<file path="config.mk">
export PLATFORM = sky130hd
export DESIGN_NAME = tick_div_mc
export DESIGN_NICKNAME = d
export VERILOG_FILES = /design/src/rtl/tick_div_mc.sv
export SDC_FILE = /design/constraint.sdc
export NUM_CORES = 1
export LEC_CHECK = 0
export CELL_PAD_IN_SITES_DETAIL_PLACEMENT = 0
export CELL_PAD_IN_SITES_GLOBAL_PLACEMENT = 1
export CORE_MARGIN = 2
export CORE_UTILIZATION = 44
export DETAILED_ROUTE_END_ITERATION = 6
export PLACE_DENSITY_LB_ADDON = 0.15
export SYNTH_ARGS = -nofsm -noshare
export SYNTH_HDL_FRONTEND = slang
export SYNTH_SLANG_ARGS = --single-unit
</file>
<file path="constraint.sdc">
create_clock -name clk -period 4 [get_ports clk]
set_input_delay 1 -clock clk [delete_from_list [all_inputs] [get_ports clk]]
set_output_delay 1 -clock clk [all_outputs]
set_load 0.005 [all_outputs]
</file>
<file path="src/rtl/tick_div_mc.sv">
// Multi-channel programmable tick divider with glitch-free divisor update per channel.
// Optional phase-alignment input sync_in is enabled by defining TICK_DIV_MC_SYNC_EN.
module tick_div_mc #(
  parameter int unsigned CH      = 2,
  parameter int unsigned W       = 20,
  parameter int unsigned DEF_DIV = 200000,
  localparam int unsigned SW     = (CH > 1) ? $clog2(CH) : 1
) (
  input  logic          clk,
  input  logic          rst,
  input  logic [CH-1:0] en,
  input  logic          div_we,
  input  logic [SW-1:0] div_sel,
  input  logic [W-1:0]  div_val,
`ifdef TICK_DIV_MC_SYNC_EN
  input  logic          sync_in,
`endif
  output logic [CH-1:0] tick,
  output logic [CH-1:0] sq
);

  logic [W-1:0]  cnt   [CH];
  logic [W-1:0]  pend  [CH];
  logic [W-1:0]  act   [CH];
  logic [W-1:0]  d_eff [CH];
  logic [CH-1:0] pv;
  logic [CH-1:0] wrap;
  logic [CH-1:0] hit;
  logic [CH-1:0] syn;
  logic [CH-1:0] xfer;

  // Per-channel wrap detection, write decode and divisor-transfer points.
  for (genvar i = 0; i < CH; i++) begin : g_ch
    assign d_eff[i] = (act[i] == '0) ? W'(1) : act[i];
    assign wrap[i]  = en[i] && (cnt[i] == d_eff[i] - W'(1));
    // Out-of-range div_sel never matches any channel index, so the write is dropped.
    assign hit[i]   = div_we && (32'(div_sel) == i);
`ifdef TICK_DIV_MC_SYNC_EN
    assign syn[i]   = sync_in && en[i];
`else
    assign syn[i]   = 1'b0;
`endif
    assign xfer[i]  = wrap[i] || !en[i] || syn[i];
  end

  always_ff @(posedge clk) begin
    if (rst) begin
      tick <= '0;
      sq   <= '0;
      pv   <= '0;
      for (int i = 0; i < CH; i++) begin
        cnt[i]  <= '0;
        act[i]  <= W'(DEF_DIV);
        pend[i] <= W'(DEF_DIV);
      end
    end else begin
      for (int i = 0; i < CH; i++) begin
        if (!en[i] || syn[i]) begin
          cnt[i]  <= '0;
          tick[i] <= 1'b0;
        end else if (wrap[i]) begin
          cnt[i]  <= '0;
          tick[i] <= 1'b1;
          sq[i]   <= ~sq[i];
        end else begin
          cnt[i]  <= cnt[i] + W'(1);
          tick[i] <= 1'b0;
        end

        if (hit[i]) begin
          pend[i] <= div_val;
        end

        // A write landing on a transfer cycle bypasses pend and takes effect immediately.
        if (xfer[i]) begin
          if (hit[i]) begin
            act[i] <= div_val;
          end else if (pv[i]) begin
            act[i] <= pend[i];
          end
          pv[i] <= 1'b0;
        end else if (hit[i]) begin
          pv[i] <= 1'b1;
        end
      end
    end
  end

endmodule

</file>
; Word-level counts from Yosys, hierarchy flattened
; Memories as Yosys holds them, arrays and structs flattened.
; Index checks and enable logic that the tools add are counted.
; W data, S select, Z words.
[op_classes]
n_bitwise = 15
reduce_logical = 14
eq_ne = 2
shift = 0
addsub = 4
mul = 0
n_mux = 60
n_lt_le_gt_ge = 0
div_mod_pow = 0
[ops]
columns = op, count
row1 = $mux W20, 14
row2 = $mux W1, 46
row3 = $add A20 B1 Y20 const B, 2
row4 = $eq A20 B20 Y1, 2
row5 = $logic_not A20 Y1, 2
row6 = $sub A20 B1 Y20 const B, 2
row7 = $or A1 B1 Y1, 12
row8 = $logic_and A1 B1 Y1, 4
row9 = $reduce_and A2 Y1, 2
row10 = $reduce_or A2 Y1, 2
row11 = $not A1 Y1, 3
row12 = $logic_not A1 Y1, 2
row13 = $logic_or A1 B1 Y1, 2
[word_totals]
output_inout_bits = 4
in_bits = 26
latchBits = 0
regBits = 6
mem_count = 3
wordCells = 103
ram_bits = 120
mem_bits_ro = 0
[mem_list]
columns = name, depth, word_bits, read_ports, rd_clocked_by_memory_dff, write_ports, line_no
row1 = act, 2, 20, 2, 0, 2, 24  ; logic [W-1:0] act [CH];
row2 = cnt, 2, 20, 2, 0, 2, 22  ; logic [W-1:0] cnt [CH];
row3 = pend, 2, 20, 2, 0, 2, 23  ; logic [W-1:0] pend [CH];

; Longest topological paths before layout
; An unclocked memory read counts as a cell.
[logic_depth]
ltp_word = 12
mapped_depth = 14
depth_no_buf = 12

; Worst setup path after synthesis
; OpenSTA, ideal clock, no wires.
[synth_path]
path_kind = register -> register
from = mem act[0][7]
to = mem act[0][0], enable pin
path_stages_with_launch = 14
synth_period_minus_slack_ns = 4.490
setup_ns = 0.401
t_arrival_ns = 4.088
setup_slack_ns = -0.490
n_path_buf = 2
required_ns = 3.599
cell_sequence = edfxtp_1 clkbuf_1 nor3_2 and4b_1 a41oi_1 ha_1 or4b_2 nor2_1 xor2_1 o31ai_1 o2bb2ai_1 o31a_1 clkbuf_1 o21bai_1
[synth_lines]
columns = element, line_no
row1 = from (decl), 24

==> impl_results.md <==
- Mean Syn Cell Area: 10.3 sq um
- I/O Buffers: 29
- Slew Limit Fails: 0
- Remaining DRCs: 0
- Endpoints failing hold: 0
- First-pass GRT wire length: 29.3 mm
- Initial antenna violation count: 0
- Cts hold-fix bufs: 0
- Post-synthesis xor/xnor area fraction: 0.0961
- CP Launch Type: register
- ANT nets after route: 0
- Hold endpoint: sq[1]
- Overflow after GRT: 0
- Std-Cell Rows: 46
- Layout cell share with drive strength beyond 1: 0.155
- Max-cap viol count: 0
- Reg2reg end: act[0][16]
- Status: complete, no violations
- Cell Count, Final, Fillers Out: 1049
- CTS tree: yes
- Final Hold Slack: 0.487 ns
- Critical Path RT: 4.08 ns
- Vias in the first global route: 5378
- Reg clk slew, reported paths: 0.05 ns
- Total core area: 15900 sq um
- Clk buf depth: 2
- Clock sink total: 126
- Tmin final: 3.77 ns
- Clk root buf: clkbuf_16
- Tot GR Track Use: 0.215
- Clk_lat worst skew: 0.42 ns
- # nets final: 850
- Die area: 17400 sq um
- Design Power: 0.00363 W
- Share of the clock period used by the worst path: 0.943
- Placed Instances: 1006
- TritonRoute pass-1 iters: 5
- Synth top area share: 0.501
- Max frequency: 265 MHz
- Post-Synth Adder-Cell Area: 0.00695
- Skew final: 0.00890 ns
- Top cells by count, synth: 120 x edfxtp_1, 77 x nor2_1, 63 x nand3_1, 49 x o21ai_0, 40 x xnor2_1
- Detail Placement HPWL: 13.9 mm
- Mapped Cells: 702
- Initial core utilization: 0.451
- Die Ht: 132 microns
- Top post-synthesis cells by area: edfxtp_1 50%, xnor2_1 4.9%, xor2_1 4.7%
- Critical Path End Type: register
- Via count: 5912
- # setup viols final: 0
- H-tree levels: 4
- Reg2Reg Setup Slack: 0.23 ns
- Max IR drop VDD: 0.307 mV
- Layout filler cell count: 1423
- TritonCTS Buffers: 17
- Worst r2r src: act[0][15]
- Ant diodes: 0
- GP Congestion: 0.968
- CP arrival: 3.85 ns
- Mux share of post-synthesis cell area: 0.00591
- Hold Startpoint: sq[1]
- PwrDens: 405 nW/um^2
- Min-delay worst type: reg -> reg
- R2r worst-path depth: 12
- Flops & latches, synth: 126
- Leakage: 3.09 nW
- Slew @ Worst Pin: 0.808 ns
- Number of synthesized flops with an enable pin: 120
- Cell taking the most area after synthesis: edfxtp_1
- Headroom to the max-slew limit: 0.461
- Detailed Route WL: 18.6 mm
- IO Pins: 30
- Synth Cell Area: 7200 sq um
- Fraction of the mapped netlist area in compound gates: 0.116
- Cell with the most instances after synthesis: edfxtp_1
- Synth Area in Simple Gates: 0.232
- DRT iter0 DRCs: 483
- Yosys warnings: 0
- Sequential element share of the synthesized area: 0.517
- Routed len/inst: 17.7 microns
- Via/cell ratio: 5.64
- Crit path max fanout: 10
- Largest family of logic cells by synthesized area: simple AND/OR/NAND/NOR gates
- Distinct cells, synth: 65
- Largest net degree at the start of global routing: 21
- Worst hold stages: 2
- Synth async-reset ratio: 0
- Layout area overhead: 24.8%
- Crit Path Category: reg -> reg
- Post-synth top flop: edfxtp_1
- Die width: 132 microns
layer usage:
metal / GRT usage / share of wire
met5: 0 / 0
met3: 0.0400 / 0.059
met2: 0.309 / 0.44
met1: 0.330 / 0.49
met4: 0.0604 / 0.0099
metrics by stage:
step	setup WS (ns)	instance area [sq um]	utilization	setup TNS, ns
2_1_floorplan	0.0477	7360	-	0
3_3_place_gp	-0.0844	8190	0.514	-1.71
3_5_place_dp	-0.0962	8190	0.514	-2.41
4_1_cts	0.0423	8830	0.554	0
5_1_grt	-0.0173	8980	0.563	-0.0173
6_report	0.229	8980	0.563	0
report_power, final:
part / switching [W] / leakage (nW) / internal [W]
Sequential: 0.0000700 / 1.25 / 0.00154
Clock: 0.000574 / 0.298 / 0.00104
Combinational: 0.000229 / 1.55 / 0.000173
Total: 0.000873 / 3.09 / 0.00276
registers in the layout, summed over array words and instances (netlist names):
| register | flops |
|---|---|
| cnt | 40 |
| tick | 2 |
| pend | 40 |
| act | 40 |
| sq | 2 |
| pv | 2 |
layout make-up:
type,instances,area [sq um],share of cell area
Sequential cell,126,3720,0.415
Multi-Input combinational cell,571,3550,0.395
Timing Repair Buffer,92,776,0.0864
Clock buffer,22,484,0.0539
Tap cell,216,270,0.0301
Clock inverter,10,136,0.0152
Inverter,12,45.0,0.00501
critical path: stages (launching register included):
cell and delay (ns):
edfxtp_1 0.38, or4_1 0.58, nor2_2 0.16, a41oi_2 0.17
ha_2 0.25, nor3b_1 0.15, xnor2_1 0.18, o2111ai_1 0.19
nor3_2 0.23, o2111ai_2 0.19, o31a_1 0.45, buf_4 0.18
o21bai_4 0.32
cells by family after synthesis:
kind of cell,count (synthesis)
other,1
AND/OR/NAND/NOR,310
multiplexers,4
XOR/XNOR,79
buffers and inverters,45
AO/OA/AOI/OAI,133
flip-flops,126
adder cells (fa/ha/maj),4
placed cells by master, fill, tap and decap left out, drive strengths merged, types with 3 or more instances in the layout:
| master | Yosys | routed |
|---|---|---|
| o31a | 3 | 3 |
| or4 | 5 | 5 |
| clkdlybuf4s50 | 0 | 29 |
| nand3 | 64 | 64 |
| inv | 12 | 12 |
| and3 | 17 | 17 |
| or3 | 6 | 6 |
| conb | 1 | 40 |
| xnor2 | 40 | 40 |
| nand2 | 28 | 28 |
| nor2 | 78 | 78 |
| edfxtp | 120 | 120 |
| a21oi | 36 | 36 |
| nand4b | 4 | 4 |
| o21ai | 56 | 56 |
| nor2b | 6 | 6 |
| clkinvlp | 0 | 3 |
| bufinv | 0 | 3 |
| buf | 12 | 63 |
| or2 | 3 | 3 |
| nand2b | 11 | 11 |
| a31oi | 5 | 5 |
| ha | 4 | 4 |
| nor3 | 24 | 24 |
| xor2 | 39 | 39 |
| clkinv | 0 | 4 |
| nand4 | 12 | 12 |
| dfxtp | 6 | 6 |
| o31ai | 5 | 5 |
| nor3b | 5 | 5 |
| clkbuf | 21 | 22 |
| nor4 | 12 | 12 |
| o211ai | 4 | 4 |
| and2 | 20 | 20 |
| nand3b | 5 | 5 |
timing repair:
item,CTS,global route
endpoints found under the setup margin,81,113
setup buffers,1,9
gates resized for setup,4,15
gates cloned,0,1
pin swaps,2,4
how the worst max path moves through the flow:
stage                    start         end  slack (ns)  cells past startpoint
floorplan           act[1][16]   act[1][0]        0.05                     13
global placement    act[0][11]   act[0][5]       -0.08                     11
detailed placement  act[0][11]  act[0][12]        -0.1                     11
CTS                  act[1][7]  act[1][19]        0.04                     13
global route        act[0][15]   act[0][6]       -0.02                     13
finish              act[0][15]  act[0][16]        0.23                     12
(Power assumes the default switching activity.)
